<file path="src/rtl/frame_buffer_matrix3_sequencer_if.sv">
// Pixel stream handshake plus buffer write/read bus and kernel-side matrix tags.
// master drives the pixel stream; slave is the sequencer.
interface frame_buffer_matrix3_sequencer_if #(
  parameter int P_COLUMNS     = 640,
  parameter int P_LINES       = 480,
  parameter int P_PIXEL_DEPTH = 8
);
  localparam int CW = $clog2(P_COLUMNS);
  localparam int LW = $clog2(P_LINES);

  logic [P_PIXEL_DEPTH-1:0] I_PIXEL;
  logic                     I_PIXEL_VALID;
  logic                     O_PIXEL_READY;
  logic [CW-1:0]            O_COLUMN;
  logic [1:0]               O_ROW;
  logic [P_PIXEL_DEPTH-1:0] O_PIXEL;
  logic                     O_WRITE_ENABLE;
  logic                     O_READ_ENABLE;
  logic                     O_MATRIX_VALID;
  logic [CW-1:0]            O_CENTER_COLUMN;
  logic [LW-1:0]            O_CENTER_LINE;
  logic                     O_FRAME_DONE;

  modport master (
    output I_PIXEL, I_PIXEL_VALID,
    input  O_PIXEL_READY, O_COLUMN, O_ROW, O_PIXEL, O_WRITE_ENABLE, O_READ_ENABLE,
           O_MATRIX_VALID, O_CENTER_COLUMN, O_CENTER_LINE, O_FRAME_DONE
  );

  modport slave (
    input  I_PIXEL, I_PIXEL_VALID,
    output O_PIXEL_READY, O_COLUMN, O_ROW, O_PIXEL, O_WRITE_ENABLE, O_READ_ENABLE,
           O_MATRIX_VALID, O_CENTER_COLUMN, O_CENTER_LINE, O_FRAME_DONE
  );
endinterface

</file>
<file path="src/rtl/frame_buffer_matrix3_sequencer.sv">
// Write/read sequencer for a 3-row rolling frame buffer: writes raster pixels into
// row (line mod 3), then sweeps the centre line once its neighbours are resident.
module frame_buffer_matrix3_sequencer #(
  parameter int P_COLUMNS      = 640,
  parameter int P_LINES        = 480,
  parameter int P_PIXEL_DEPTH  = 8,
  parameter int P_READ_LATENCY = 1
) (
  input logic I_CLK,
  input logic I_RESET,
  frame_buffer_matrix3_sequencer_if.slave bus
);
  localparam int CW = $clog2(P_COLUMNS);
  localparam int LW = $clog2(P_LINES);
  localparam logic [CW-1:0] COL_LAST      = CW'(P_COLUMNS - 1);
  localparam logic [LW-1:0] LINE_LAST     = LW'(P_LINES - 1);
  localparam logic [LW-1:0] LINE_CTR_LAST = LW'(P_LINES - 2);

  typedef enum logic [1:0] {S_WRITE, S_READ, S_DRAIN} state_t;
  typedef struct packed {
    logic          vld;
    logic [CW-1:0] col;
    logic [LW-1:0] line;
  } tag_t;

  state_t                   state_q, state_d;
  logic [CW-1:0]            col_q, col_d, rd_col_q, rd_col_d, ocol_q, ocol_d;
  logic [LW-1:0]            line_q, line_d, ctr_line_q, ctr_line_d, oline_q, oline_d;
  logic [1:0]               wr_row_q, wr_row_d, rd_row_q, rd_row_d, orow_q, orow_d;
  logic [1:0]               drain_q, drain_d;
  logic [P_PIXEL_DEPTH-1:0] opix_q, opix_d;
  logic                     we_q, we_d, re_q, re_d;
  logic                     ready, accept;
  tag_t                     tag_in, tag_out;
  logic [CW-1:0]            hcol_q;
  logic [LW-1:0]            hline_q;

  // Ready is forced low while reset is held so every output reads 0 during reset.
  assign ready  = (state_q == S_WRITE) && !I_RESET;
  assign accept = ready && bus.I_PIXEL_VALID;

  always_comb begin
    state_d    = state_q;
    col_d      = col_q;
    line_d     = line_q;
    wr_row_d   = wr_row_q;
    rd_row_d   = rd_row_q;
    rd_col_d   = rd_col_q;
    ctr_line_d = ctr_line_q;
    drain_d    = drain_q;
    ocol_d     = ocol_q;
    orow_d     = orow_q;
    oline_d    = oline_q;
    opix_d     = opix_q;
    we_d       = 1'b0;
    re_d       = 1'b0;
    case (state_q)
      S_WRITE: begin
        if (accept) begin
          we_d   = 1'b1;
          ocol_d = col_q;
          orow_d = wr_row_q;
          opix_d = bus.I_PIXEL;
          if (col_q == COL_LAST) begin
            col_d    = '0;
            wr_row_d = (wr_row_q == 2'd2) ? 2'd0 : wr_row_q + 2'd1;
            line_d   = line_q + LW'(1);
            // Frame end: the row rotation restarts at 0 regardless of P_LINES mod 3.
            if (line_q == LINE_LAST) begin
              line_d   = '0;
              wr_row_d = 2'd0;
            end
            if (line_q >= LW'(2)) begin
              state_d    = S_READ;
              rd_row_d   = (wr_row_q == 2'd0) ? 2'd2 : wr_row_q - 2'd1;
              rd_col_d   = '0;
              ctr_line_d = line_q - LW'(1);
            end
          end else begin
            col_d = col_q + CW'(1);
          end
        end
      end
      S_READ: begin
        re_d    = 1'b1;
        ocol_d  = rd_col_q;
        orow_d  = rd_row_q;
        oline_d = ctr_line_q;
        if (rd_col_q == COL_LAST) begin
          rd_col_d = '0;
          if (P_READ_LATENCY == 0) begin
            state_d = S_WRITE;
          end else begin
            state_d = S_DRAIN;
            drain_d = 2'(P_READ_LATENCY - 1);
          end
        end else begin
          rd_col_d = rd_col_q + CW'(1);
        end
      end
      S_DRAIN: begin
        if (drain_q == 2'd0) state_d = S_WRITE;
        else                 drain_d = drain_q - 2'd1;
      end
      default: state_d = S_WRITE;
    endcase
  end

  always_ff @(posedge I_CLK or posedge I_RESET) begin
    if (I_RESET) begin
      state_q    <= S_WRITE;
      col_q      <= '0;
      line_q     <= '0;
      wr_row_q   <= '0;
      rd_row_q   <= '0;
      rd_col_q   <= '0;
      ctr_line_q <= '0;
      drain_q    <= '0;
      ocol_q     <= '0;
      orow_q     <= '0;
      oline_q    <= '0;
      opix_q     <= '0;
      we_q       <= 1'b0;
      re_q       <= 1'b0;
    end else begin
      state_q    <= state_d;
      col_q      <= col_d;
      line_q     <= line_d;
      wr_row_q   <= wr_row_d;
      rd_row_q   <= rd_row_d;
      rd_col_q   <= rd_col_d;
      ctr_line_q <= ctr_line_d;
      drain_q    <= drain_d;
      ocol_q     <= ocol_d;
      orow_q     <= orow_d;
      oline_q    <= oline_d;
      opix_q     <= opix_d;
      we_q       <= we_d;
      re_q       <= re_d;
    end
  end

  // Read tags travel with the buffer's read latency so they line up with its matrix.
  assign tag_in = '{vld: re_q, col: ocol_q, line: oline_q};

  generate
    if (P_READ_LATENCY == 0) begin : g_lat0
      assign tag_out = tag_in;
    end else begin : g_latn
      tag_t tag_pipe_q [P_READ_LATENCY];
      always_ff @(posedge I_CLK or posedge I_RESET) begin
        if (I_RESET) begin
          for (int i = 0; i < P_READ_LATENCY; i++) tag_pipe_q[i] <= '0;
        end else begin
          tag_pipe_q[0] <= tag_in;
          for (int i = 1; i < P_READ_LATENCY; i++) tag_pipe_q[i] <= tag_pipe_q[i-1];
        end
      end
      assign tag_out = tag_pipe_q[P_READ_LATENCY-1];
    end
  endgenerate

  always_ff @(posedge I_CLK or posedge I_RESET) begin
    if (I_RESET) begin
      hcol_q  <= '0;
      hline_q <= '0;
    end else if (tag_out.vld) begin
      hcol_q  <= tag_out.col;
      hline_q <= tag_out.line;
    end
  end

  assign bus.O_PIXEL_READY   = ready;
  assign bus.O_COLUMN        = ocol_q;
  assign bus.O_ROW           = orow_q;
  assign bus.O_PIXEL         = opix_q;
  assign bus.O_WRITE_ENABLE  = we_q;
  assign bus.O_READ_ENABLE   = re_q;
  assign bus.O_MATRIX_VALID  = tag_out.vld;
  assign bus.O_CENTER_COLUMN = tag_out.vld ? tag_out.col  : hcol_q;
  assign bus.O_CENTER_LINE   = tag_out.vld ? tag_out.line : hline_q;
  assign bus.O_FRAME_DONE    = tag_out.vld && (tag_out.col == COL_LAST) &&
                               (tag_out.line == LINE_CTR_LAST);
endmodule

</file>
<file path="src/flat_wrapper.sv">
// flat-port wrapper written by rule: the top's interface ports become plain ports
module frame_buffer_matrix3_sequencer_flat 
#(
  parameter int P_COLUMNS      = 640,
  parameter int P_LINES        = 480,
  parameter int P_PIXEL_DEPTH  = 8,
  parameter int P_READ_LATENCY = 1
)
  (I_CLK, I_RESET, bus_I_PIXEL, bus_I_PIXEL_VALID, bus_O_PIXEL_READY, bus_O_COLUMN, bus_O_ROW, bus_O_PIXEL, bus_O_WRITE_ENABLE, bus_O_READ_ENABLE, bus_O_MATRIX_VALID, bus_O_CENTER_COLUMN, bus_O_CENTER_LINE, bus_O_FRAME_DONE);
  frame_buffer_matrix3_sequencer_if #(.P_COLUMNS(P_COLUMNS), .P_LINES(P_LINES), .P_PIXEL_DEPTH(P_PIXEL_DEPTH)) bus_i ();
  input logic I_CLK;
  input logic I_RESET;
  input wire logic [$bits(bus_i.I_PIXEL)-1:0] bus_I_PIXEL;
  input wire logic [$bits(bus_i.I_PIXEL_VALID)-1:0] bus_I_PIXEL_VALID;
  output wire logic [$bits(bus_i.O_PIXEL_READY)-1:0] bus_O_PIXEL_READY;
  output wire logic [$bits(bus_i.O_COLUMN)-1:0] bus_O_COLUMN;
  output wire logic [$bits(bus_i.O_ROW)-1:0] bus_O_ROW;
  output wire logic [$bits(bus_i.O_PIXEL)-1:0] bus_O_PIXEL;
  output wire logic [$bits(bus_i.O_WRITE_ENABLE)-1:0] bus_O_WRITE_ENABLE;
  output wire logic [$bits(bus_i.O_READ_ENABLE)-1:0] bus_O_READ_ENABLE;
  output wire logic [$bits(bus_i.O_MATRIX_VALID)-1:0] bus_O_MATRIX_VALID;
  output wire logic [$bits(bus_i.O_CENTER_COLUMN)-1:0] bus_O_CENTER_COLUMN;
  output wire logic [$bits(bus_i.O_CENTER_LINE)-1:0] bus_O_CENTER_LINE;
  output wire logic [$bits(bus_i.O_FRAME_DONE)-1:0] bus_O_FRAME_DONE;
  assign bus_i.I_PIXEL = bus_I_PIXEL;
  assign bus_i.I_PIXEL_VALID = bus_I_PIXEL_VALID;
  assign bus_O_PIXEL_READY = bus_i.O_PIXEL_READY;
  assign bus_O_COLUMN = bus_i.O_COLUMN;
  assign bus_O_ROW = bus_i.O_ROW;
  assign bus_O_PIXEL = bus_i.O_PIXEL;
  assign bus_O_WRITE_ENABLE = bus_i.O_WRITE_ENABLE;
  assign bus_O_READ_ENABLE = bus_i.O_READ_ENABLE;
  assign bus_O_MATRIX_VALID = bus_i.O_MATRIX_VALID;
  assign bus_O_CENTER_COLUMN = bus_i.O_CENTER_COLUMN;
  assign bus_O_CENTER_LINE = bus_i.O_CENTER_LINE;
  assign bus_O_FRAME_DONE = bus_i.O_FRAME_DONE;
  frame_buffer_matrix3_sequencer #(.P_COLUMNS(P_COLUMNS), .P_LINES(P_LINES), .P_PIXEL_DEPTH(P_PIXEL_DEPTH), .P_READ_LATENCY(P_READ_LATENCY)) u_core (.I_CLK(I_CLK), .I_RESET(I_RESET), .bus(bus_i));
endmodule
</file>
<file path="config.mk">
export PLATFORM = sky130hd
export DESIGN_NAME = frame_buffer_matrix3_sequencer_flat
export DESIGN_NICKNAME = d
export VERILOG_FILES = /design/src/rtl/frame_buffer_matrix3_sequencer_if.sv /design/src/rtl/frame_buffer_matrix3_sequencer.sv /design/src/flat_wrapper.sv
export SDC_FILE = /design/constraint.sdc
export NUM_CORES = 1
export LEC_CHECK = 0
export CORE_MARGIN = 5
export CORE_UTILIZATION = 50
export DETAILED_ROUTE_END_ITERATION = 6
export GPL_ROUTABILITY_DRIVEN = 0
export HOLD_SLACK_MARGIN = 0.15
export PLACE_DENSITY = 0.77
export SLEW_MARGIN = 20
export SYNTH_ARGS = -nofsm -noshare
export SYNTH_HDL_FRONTEND = slang
export SYNTH_SLANG_ARGS = --single-unit
</file>
<file path="constraint.sdc">
create_clock -name I_CLK -period 5.5 [get_ports I_CLK]
set_input_delay 1.375 -clock I_CLK [delete_from_list [all_inputs] [get_ports I_CLK]]
set_output_delay 1.375 -clock I_CLK [all_outputs]
set_load 0.02 [all_outputs]
</file>
# Word level (Yosys, flattened, before mapping)

Cells that the tools add are included.

Memories: 0
Input port bits: 11
Bits in writable memories: 0
Bits in latches: 0
Register bits after elaboration: 116
Output and inout port bits: 44
Bits in read-only memories: 0

Shift operators: 0
Order comparisons: 1
Equality and inequality tests: 14
Bitwise operators: 0
Reduce and logical (&&, ||, !) cells: 17
Div/mod/pow operators: 0
Multipliers: 0
Mux-type cells: 28
Add/subtract/negate cells: 7

Operators with widths:

| cell                  | count |
|---|---|
| $mux 10               | 7 |
| $pmux 10 s2           | 2 |
| $eq 10x10->1 const B  | 3 |
| $mux 2                | 11 |
| $add 10x1->10 const B | 2 |
| $eq 9x9->1 const B    | 2 |
| $mux 9                | 2 |
| $add 9x1->9 const B   | 1 |
| $ge 9x2->1 const B    | 1 |
| $sub 9x1->9 const B   | 1 |
| $pmux 2 s2            | 2 |
| $reduce_and 4->1      | 2 |
| $logic_not 2->1       | 3 |
| $ne 2x1->1 const B    | 3 |
| $ne 2x2->1 const B    | 3 |
| $pmux 2 s3            | 1 |
| $reduce_and 3->1      | 2 |
| $reduce_and 5->1      | 1 |
| $eq 2x2->1 const B    | 2 |
| $logic_and 1x1->1     | 4 |
| $reduce_and 2->1      | 2 |
| $reduce_bool 2->1     | 2 |
| $sub 2x1->2 const B   | 2 |
| $mux 1                | 3 |
| 3 further kinds       | 3 |

# Longest topological paths before layout

Word-level depth: 5
Mapped depth: 9
Mapped depth without buffers: 7

# Least setup slack after synthesis

OpenSTA, ideal clock, no wires.

Path type: input-to-output
From: in I_RESET
To: out bus_O_PIXEL_READY
Stages: 1
Path buffers: 0
Path slack: 2.446 ns
Data required time: 4.125 ns
Arrival: 1.679 ns
Cells stage by stage: nor2b_1

Word-level cells in the longest chain between the ends: 2

RTL lines:

| element            | line                                 | text |
|---|---|---|
| start: declaration | flat_wrapper.sv:12                   | `input logic I_RESET;` |
| $logic_not 1->1    | frame_buffer_matrix3_sequencer.sv:39 | `assign ready = (state_q == S_WRITE) && !I_RESET;` |
| $logic_and 1x1->1  | frame_buffer_matrix3_sequencer.sv:39 |  |
| end: declaration   | flat_wrapper.sv:15                   | `output wire logic [$bits(bus_i.O_PIXEL_READY)-1:0] bus_O_PIXEL_READY;` |

Every way passes these cells.

# Worst setup path in the final report

Ends and elaborated chain as after synthesis.

==> run summary <==
Outcome: complete, no violations
DR iter-0 viols: 238
R2R setup slack: 2.41 ns
Layout cells sized above 1: 14.68%
DIE AREA: 12020 um^2
Final wirelength: 9.799 mm
Vias in the first global route: 3458
Pin slew with the least headroom to its limit: 0.7673 ns
Area of the multi-input gates: 1951 um^2
Switching share of power: 26.14%
Vias post-DR: 3421
Hold worst-path end: u_core.g_latn.tag_pipe_q[8]
Nets: 522
FFs w/ async S/R, synth: 100.0%
Gr usage total: 18.07%
GR Overflow Total: 0
Most common cell in the synthesized netlist: dfrtp_1
Critical-path maximum fanout: 4
Clock Sinks: 116
Hold Path Class: reg -> reg
Vias/cell: 5.312
Synthesis-to-layout area growth: 25.15%
Clk pwr share: 48.0%
Post-Syn Nets: 462
Synth top area cells: dfrtp_1 (58%), mux2_2 (6.6%), nand2_1 (4.5%), o21ai_0 (3.5%), ha_1 (3.3%)
CTS tree: yes
H-tree Lvls: 4
Remaining antenna violation count after routing: 0
Worst vdd ir: 0.2060 mV
Total CTS buffers: 17
Total power: 0.002172 W
Final setup fails: 0
Register area share after synthesis: 58.47%
Worst R2R End: u_core.rd_row_q[0]
Syn Inst Count: 438
Core Region: 9729 um^2
Post-synthesis register bit count: 116
Clk slew on worst S/H paths: 0.06 ns
Slew HR: 48.84%
WP data required: 4.12 ns
Largest net degree at the start of global routing: 54
DRC violations left: 0
Number of synthesized flops with an enable pin: 0
RSZ-0062 raised after global routing: false
P_leak: 2.814 nW
YS warnings: 0
Max clock buf depth: 2
Max_cap viols: 0
Yosys top cell area share: 58.47%
Antenna cells: 0
Die Span Y: 109.6 um
Startpoint types: input port
Row count: 36
Initial core utilization: 51.03%
Avg Cell Area, Syn: 11.34 um^2
Max Slew Vio Count: 0
Setup crit end kind: output port
Wire length of the first global-routing pass: 16.94 mm
I/O pin count: 55
Int Power: 0.001604 W
HPWL after DPL: 6.580 mm
Setup bufs post-CTS: 0
Synth unique cells: 44
Layout Skew: 0.006821 ns
Hold Vio Cnt, Final: 0
Die Wd: 109.6 um
Hold Buf Count CTS: 0
Avg WL per Cell: 15.22 um
Register share of total power: 44.3%
Initial antenna violation count: 0
Crit path kind: in -> out
Register area: 2903 um^2
Setup Total Neg Slack: 0 ns
Dominant cell type by area after synthesis: dfrtp_1
Combinational power share: 7.7%
Final period util: 72.67%
Fmax: 250.2 MHz
FILL cells: 752
Worst Reg-to-Reg Cells: 7
Crit path DAT: 2.62 ns
Post-layout min period: 3.997 ns
Hold Startpoint: u_core.oline_q[8]
Reg-to-reg critical path startpoint: u_core.state_q[0]
Root buf cell: clkbuf_8
Pwr per Cell Area: 349.6 nW/um^2
Post-CTS resize count: 0
Main synth FF type: dfrtp_1
Hold depth: 0
Clock latency on the worst-skew pair: 0.51 ns
Net Sw Power: 0.0005677 W
Pre-Repair DR Iteration Count: 4
Post-synth top cells: dfrtp_1 (116), nand2_1 (60), o21ai_0 (35), mux2_2 (29), nor2_1 (24)
PortBufs: 54
Mapped Area: 4965 um^2
-- critical path, cell delays in order --
cell             delay (ns)
clkdlybuf4s50_1        0.48
nor2b_1                0.15
clkdlybuf4s50_1        0.62
-- placed cells by master (no fill, tap or decap), drive strengths merged, types with 11 or more instances in the layout --
| cell type | n |
|---|---|
| a21oi | 14 |
| clkbuf | 18 |
| clkdlybuf4s50 | 54 |
| dfrtp | 116 |
| ha | 13 |
| inv | 17 |
| mux2 | 29 |
| mux2i | 12 |
| nand2 | 60 |
| nand3 | 11 |
| nand4 | 12 |
| nor2 | 24 |
| nor3 | 11 |
| o21ai | 35 |
| xnor2 | 13 |
-- per-layer routing --
layer / global-route usage, % / share of wire [%] / wire length [um]
met2: 27.68 / 47 / 4583
met3: 4.815 / 5.3 / 522
met4: 5.788 / 0.86 / 84
met5: 0 / 0 / 0
met1: 25.20 / 47 / 4609
-- through the flow --
| stage | cells | worst slack [ns] | area, um^2 | util, % | hold slack (ns) |
|---|---|---|---|---|---|
| floorplan | 438 | 1.053 | 4965 | - | 0.3501 |
| global placement | 612 | 1.365 | 5642 | 57.99 | 0.3601 |
| detailed placement | 612 | 1.268 | 5642 | 57.99 | 0.3566 |
| CTS | 644 | 1.495 | 6213 | 63.86 | 0.3679 |
| global route | 644 | 1.469 | 6213 | 63.86 | 0.3736 |
| finish | 644 | 1.503 | 6213 | 63.86 | 0.3652 |
-- how the worst max path moves through the flow --
| stage | start | endpoint | slack [ns] | cells past startpoint |
|---|---|---|---|---|
| 3_5_place_dp | I_RESET | u_core.rd_row_q[0] | 1.27 | 6 |
| 2_1_floorplan | I_RESET | u_core.bus.O_COLUMN[0] | 1.05 | 1 |
| 3_3_place_gp | I_RESET | u_core.rd_row_q[0] | 1.36 | 6 |
| 4_1_cts | I_RESET | bus_O_PIXEL_READY | 1.50 | 3 |
| 6_report | I_RESET | bus_O_PIXEL_READY | 1.50 | 3 |
| 5_1_grt | I_RESET | bus_O_PIXEL_READY | 1.47 | 3 |
-- kinds of logic (layout without fill, tap and decap cells) --
group / after synthesis / count (layout) / synth area share (%)
compound gates: 67 / 67 / 8.266
fa+ha+maj: 13 / 13 / 3.276
flops: 116 / 116 / 58.47
simple gates: 155 / 155 / 15.75
mux: 41 / 41 / 8.997
xor+xnor: 17 / 17 / 2.999
buf+inv: 29 / 102 / 2.243
-- layout make-up --
cell class,instances,area share (%)
Multi-Input combinational cell,293,31.39
Clock inverter,14,2.316
Timing Repair Buffer,59,9.303
Tap cell,133,2.678
Clock buffer,18,6.887
Inverter,11,0.7048
Sequential cell,116,46.72
-- registers in the layout (all words and copies together), names as in the netlist, 8 cells and up --
| register | cells |
|---|---|
| u_core.bus.O_COLUMN | 10 |
| u_core.g_latn.tag_pipe_q | 19 |
| u_core.bus.O_PIXEL | 8 |
| u_core.oline_q | 9 |
| u_core.rd_col_q | 10 |
| u_core.line_q | 9 |
| u_core.hline_q | 9 |
| u_core.hcol_q | 10 |
| u_core.col_q | 10 |
| u_core.ctr_line_q | 9 |
-- power groups by stage --
stage	clock, W	sequential, W	combinational [W]
finish	0.00104	0.000963	0.000166
CTS	0.00106	0.000962	0.000170
global route	0.00110	0.000968	0.000184
global placement	0	0.000974	0.000164
detailed placement	0	0.000974	0.000169
floorplan	0	0.000988	0.0000652
(Power assumes the default switching activity.)
==> edit 1: new RTL, same settings <==
The 3 states of `state_t` get a one-hot encoding in 3 bits.
--- a/src/rtl/frame_buffer_matrix3_sequencer.sv
+++ b/src/rtl/frame_buffer_matrix3_sequencer.sv
@@ -16,7 +16,7 @@
   localparam logic [LW-1:0] LINE_LAST     = LW'(P_LINES - 1);
   localparam logic [LW-1:0] LINE_CTR_LAST = LW'(P_LINES - 2);
 
-  typedef enum logic [1:0] {S_WRITE, S_READ, S_DRAIN} state_t;
+  typedef enum logic [2:0] {S_WRITE = 3'b001, S_READ = 3'b010, S_DRAIN = 3'b100} state_t;
   typedef struct packed {
     logic          vld;
     logic [CW-1:0] col;
Formal check against the unedited RTL: no difference found for any inputs over 10 cycles, from zero or initial values and one cycle with I_RESET high; not proved beyond that.
==> edit 1 against the original RTL <==
  * Area after synthesis rose by 0.50%
  * Routed wire length rose by 9.5%
  * Worst setup slack better by 0.036 ns
  * Final area up 0.95%
  * Sequential cell count is 1 higher
  * Non-clock buffer count down 1
  * Final cell count up 1.2%
  * Synthesized cell count up 3.2%
Power is not compared: it rests on default switching activity, and its combinational part moved more than twofold at a synthesized area within 25%.
==> edit 1: results (changes against the original RTL) <==
Yosys
  • Commonest cells in the netlist: sky130_fd_sc_hd__dfrtp_1, sky130_fd_sc_hd__nand2_1, sky130_fd_sc_hd__clkbuf_1, sky130_fd_sc_hd__nor2_1, sky130_fd_sc_hd__mux2_2
  • Share of async-settable or async-resettable flops after synthesis: 1.000 (unchanged)
  • Number of distinct library cells after synthesis: 52 (+18%)
  • Synth top area cells: sky130_fd_sc_hd__dfrtp_1, sky130_fd_sc_hd__nand2_1, sky130_fd_sc_hd__mux2_2, sky130_fd_sc_hd__ha_1, sky130_fd_sc_hd__xnor2_1
  • Sequential-to-total area share from yosys stat: 0.5870 (+0.002334)
  • Syn Nets: 472 (+2.2%)
  • Synthesized instance count: 452 (+3.2%)

Detailed routing
  • WL final: 10730 um (+9.5%)
  • 1st-iter DRT viols: 348 (+46%)
  • Vias per inst: 5.548 (+4.4%)
  • Number of iterations in the first detailed-routing pass: 5 (+1)

Worst setup path
  • End of the worst register-to-register path: u_core.bus.O_COLUMN[7]$_DFFE_PP0P_
  • Worst path arrival time: 2.59 ns (-0.03 ns)
  • Worst Reg-to-Reg Cells: 6 (-1)
  • Reg-to-reg startpoint: u_core.state_q[1]$_DFFE_PP0P_
  • Crit Path Max Fanout: 3 (-1)
  • Flop-to-flop setup slack: 2.98 ns (+0.57 ns)

Global route
  • Overall Global Routing Usage: 0.1938 (+0.01315)
  • First-pass GRT wire length: 18150 um (+7.2%)
  • Maximum number of pins on one net before global-route repair: 77 (+43%)
  • Number of global-route vias before repair: 3663 (+5.9%)

Hold path
  • Hold path startpoint: u_core.oline_q[6]$_DFFE_PP0P_
  • Path class of the lowest-slack min-delay path: register to register
  • Worst hold path endpoint: u_core.g_latn.tag_pipe_q[6]$_DFF_PP0_

STA
  • Worst rel slew slack: 0.3844 (-0.1040)
  • Worst clock skew: 0.007869 ns (+0.001048 ns)

Clock network
  • Number of gates given a new drive strength after cts: 0 (unchanged)

Status
  • Status: finished clean

Finish
  • Fraction of layout instances using a drive strength above 1: 0.1445 (-0.002262)
  • Count of nets after finishing: 526 (+0.77%)
  • Antenna diode count: 0 (unchanged)
  • Non-filler instance count after layout: 652 (+1.2%)

Placed design
  • Half-perimeter wire length of the detailed placement result: 7145 um (+8.6%)
  • Number of buffer cells added on primary ports: 54 (unchanged)
  • Total placed cells including tap cells: 620 (+1.3%)

Power
  • Total internal power: 1.618 mW

Job
  • Count of max-cap constraint violations: 0 (unchanged)
edit 1: changes by cell type after synthesis, sizes merged, moves of 4 or more:
cell	unedited run	this run
mux2i	12	3
o21ai	35	15
nand2	60	84
nor2b	10	0
clkbuf	14	22
inv	11	15
ha	13	9
a31oi	2	12
a21oi	14	5
nor4	4	8
edit 1: worst max path at each step:
stage / cells past startpoint / end / start
2_1_floorplan: 1 / u_core.bus.O_COLUMN[0]$_DFFE_PP0P_ / I_RESET
3_3_place_gp: 7 / u_core.bus.O_COLUMN[7]$_DFFE_PP0P_ / I_RESET
3_5_place_dp: 7 / u_core.bus.O_COLUMN[7]$_DFFE_PP0P_ / I_RESET
4_1_cts: 3 / bus_O_PIXEL_READY / I_RESET
5_1_grt: 3 / bus_O_FRAME_DONE / u_core.bus.O_MATRIX_VALID$_DFF_PP0_
6_report: 3 / bus_O_PIXEL_READY / I_RESET
edit 1: layout make-up:
type	instances	area (sq um)
clock buffer	17	414.1
clock inverter	15	215.2
fill	719	3502
inverter	16	62.56
multi-input combinational	296	1914
sequential	117	2929
tap	133	166.4
timing repair buffer	58	570.5
edit 1: logic make-up after synthesis:
group | share of synthesized area
XOR/XNOR | 0.02808
adder cells (fa/ha/maj) | 0.02257
multiplexers | 0.07147
AND/OR/NAND/NOR | 0.1763
flip-flops | 0.5870
AO/OA/AOI/OAI | 0.08376
buffers and inverters | 0.03084
edit 1: metal layers:
layer  vias to the layer above  wire, um  track usage  share of wire
met1                      1783      4853       0.2687           0.45
met2                       118      5015       0.2955           0.47
met3                        19       681      0.05050          0.063
met5                         -         0            0              0
li1                       1697         -            -              -
met4                         0       176      0.06946          0.016
edit 1: power by group through the flow:
stage          clock network (mW)  registers, mW  logic (mW)
6_report                     1.17          0.861      0.0245
5_1_grt                      1.23          0.861      0.0287
4_1_cts                      1.18          0.861      0.0257
3_5_place_dp                    0          0.877      0.0256
3_3_place_gp                    0          0.877      0.0253
2_1_floorplan                   0          0.877      0.0126
edit 1: critical path, delay by kind of cell:
kind	cells	cell delay, ns
and+or+nand+nor	1	0.13
buffers and inverters	2	1.08
edit 1: metrics by stage:
step | total power, mW | area [sq um] | setup slack, ns | util | hold WS [ns]
floorplan | 0.8893 | 4990 | 1.026 | - | 0.3535
global placement | 0.9018 | 5635 | 1.540 | 0.5765 | 0.3599
detailed placement | 0.9021 | 5635 | 1.432 | 0.5765 | 0.3650
CTS | 2.067 | 6265 | 1.530 | 0.6409 | 0.3737
global route | 2.115 | 6272 | 1.499 | 0.6417 | 0.3947
finish | 2.053 | 6272 | 1.539 | 0.6417 | 0.3727
==> edit 2: new RTL, config.mk and constraints unchanged <==
Made on the original files. `P_LINES` is set to 480 in 3 places; all go to 240.
--- a/src/rtl/frame_buffer_matrix3_sequencer_if.sv
+++ b/src/rtl/frame_buffer_matrix3_sequencer_if.sv
@@ -2,7 +2,7 @@
 // master drives the pixel stream; slave is the sequencer.
 interface frame_buffer_matrix3_sequencer_if #(
   parameter int P_COLUMNS     = 640,
-  parameter int P_LINES       = 480,
+  parameter int P_LINES       = 240,
   parameter int P_PIXEL_DEPTH = 8
 );
   localparam int CW = $clog2(P_COLUMNS);
--- a/src/rtl/frame_buffer_matrix3_sequencer.sv
+++ b/src/rtl/frame_buffer_matrix3_sequencer.sv
@@ -2,7 +2,7 @@
 // row (line mod 3), then sweeps the centre line once its neighbours are resident.
 module frame_buffer_matrix3_sequencer #(
   parameter int P_COLUMNS      = 640,
-  parameter int P_LINES        = 480,
+  parameter int P_LINES        = 240,
   parameter int P_PIXEL_DEPTH  = 8,
   parameter int P_READ_LATENCY = 1
 ) (
--- a/src/flat_wrapper.sv
+++ b/src/flat_wrapper.sv
@@ -2,7 +2,7 @@
 module frame_buffer_matrix3_sequencer_flat 
 #(
   parameter int P_COLUMNS      = 640,
-  parameter int P_LINES        = 480,
+  parameter int P_LINES        = 240,
   parameter int P_PIXEL_DEPTH  = 8,
   parameter int P_READ_LATENCY = 1
 )
Interface: changed (resized bus_O_CENTER_LINE); port bits go from 55 to 54. No check against the original RTL was run, so the function may have changed too.
==> edit 2 against the original RTL <==
  * Non-clock buffer count shrank 2
  * Clock skew grew 0.0064 ns
  * Area after synthesis shrank 5.3%
  * Critical path type unchanged
  * Final area shrank 11%
  * Via count shrank 6.2%
  * Sequential cell count shrank 5
  * Routed wire length shrank 9.7%
  * Utilization shrank 3.6 points
  * Total power shrank 27%
  * Largest power group is now registers
  * First-iteration DRC count shrank 44%
  * Synthesized cell count shrank 4.3%
  * Clock power shrank 53%
  * Count of clock-buffer cells in the layout shrank 9
  * Worst setup slack lost 0.031 ns
==> edit 2: results (changes against the original RTL) <==
Status
  • Status: finished clean

Worst setup path
  • Worst path arrival time: 2.65 ns (+0.03 ns)
  • Crit Path Max Fanout: 3 (-1)
  • Flop-to-flop setup slack: 2.87 ns (+0.46 ns)
  • Worst Reg-to-Reg Cells: 5 (-2)
  • End of the worst register-to-register path: u_core.rd_col_q[9]$_DFFE_PP0P_

Power
  • Peak supply drop: 0.2298 mV (+12%)
  • Clk pwr: 0.493 mW (-53%)
  • P per Cell Area: 285.0 nW/um^2 (-18%)
  • Pleak: 2.449 nW (-13%)
  • Sequential Power Share: 0.580 (+0.137)

Yosys
  • Syn Nets: 443 (-4.1%)
  • Synth top area cells: sky130_fd_sc_hd__dfrtp_1, sky130_fd_sc_hd__mux2_2, sky130_fd_sc_hd__nand2_1, sky130_fd_sc_hd__ha_1, sky130_fd_sc_hd__nor2_1
  • Commonest cells in the netlist: sky130_fd_sc_hd__dfrtp_1, sky130_fd_sc_hd__nand2_1, sky130_fd_sc_hd__nor2_1
  • Mean Syn Cell Area: 11.22 sq um (-1.0%)
  • Number of distinct library cells after synthesis: 41 (-6.8%)

Detailed routing
  • 1st-iter DRT viols: 133 (-44%)
  • Vias per inst: 5.487 (+3.3%)
  • WL final: 8850 um (-9.7%)

Placed design
  • Half-perimeter wire length of the detailed placement result: 6217 um (-5.5%)
  • Pre-CTS setup slack: 1.431 ns (+0.1631 ns)
  • Number of buffer cells added on primary ports: 53 (-1.9%)
  • Post-placement cell area: 5338 sq um (-5.4%)

STA
  • Pin slew with the least headroom to its limit: 0.9892 ns (+0.2219 ns)
  • Worst clock skew: 0.01322 ns (+0.006397 ns)
  • Final worst path period need: 4.028 ns (+0.03127 ns)

Global route
  • Number of global-route vias before repair: 3240 (-6.3%)
  • Maximum number of pins on one net before global-route repair: 63 (+17%)
  • First-pass GRT wire length: 15280 um (-9.8%)
  • Overall Global Routing Usage: 0.1666 (-0.01409)
  • Antenna violations before repair: 0 (unchanged)

Clock network
  • Number of CTS-inserted buffers: 9 (-8)
  • Clock-pin slew on the worst setup and hold paths: 0.10 ns (+0.04 ns)

Finish
  • Count of nets after finishing: 494 (-5.4%)
  • Non-filler instance count after layout: 585 (-9.2%)
  • Flip-flop count of the largest register, all copies and words added: 18 (-1)
  • Fraction of layout instances using a drive strength above 1: 0.1139 (-0.03285)

Hold path
  • Worst hold path endpoint: u_core.bus.O_MATRIX_VALID$_DFF_PP0_
  • Hold path startpoint: u_core.bus.O_READ_ENABLE$_DFF_PP0_
edit 2: changes by cell type after synthesis, moves of 3 or more:
cell and change:
sky130_fd_sc_hd__nand4_1 -8, sky130_fd_sc_hd__nor2_1 +10, sky130_fd_sc_hd__a21oi_1 +12, sky130_fd_sc_hd__o21ai_0 -14, sky130_fd_sc_hd__nor2b_1 -7, sky130_fd_sc_hd__dfrtp_1 -5
sky130_fd_sc_hd__nor3_1 -4, sky130_fd_sc_hd__inv_1 +3, sky130_fd_sc_hd__nand2_1 -5
edit 2: cell families (layout without fill, tap and decap cells):
logic type	count (synthesis)	in the layout	share of synthesized area
DFF	111	111	0.5907
buffers and inverters	31	86	0.02528
adders and majority gates	13	13	0.03459
AOI/OAI and AO/OA	63	63	0.07903
xor gates and xnor gates	15	15	0.02794
and+or+nand+nor	144	144	0.1448
muxes	42	42	0.09766
edit 2: area by class of cell:
cell class	count	area share
clock buffer	9	0.02236
clock inverter	6	0.01423
inverter	14	0.009937
multi-input combinational	277	0.3259
sequential	111	0.5014
tap	111	0.02507
timing repair buffer	57	0.1012
edit 2: worst register-to-register path, stage by stage, from the launching register on:
cell and delay (ns):
sky130_fd_sc_hd__dfrtp_1 0.46, sky130_fd_sc_hd__or3b_1 0.44, sky130_fd_sc_hd__or3_1 0.39, sky130_fd_sc_hd__o31a_1 0.45, sky130_fd_sc_hd__or2_0 0.42, sky130_fd_sc_hd__o41ai_2 0.36
edit 2: per-layer routing:
metal / share of wire / global-route usage / vias to the layer above
met1: 0.47 / 0.2267 / 1570
li1: - / - / 1540
met3: 0.054 / 0.03974 / 12
met4: 0.019 / 0.07215 / 0
met5: 0 / 0 / -
met2: 0.46 / 0.2558 / 88
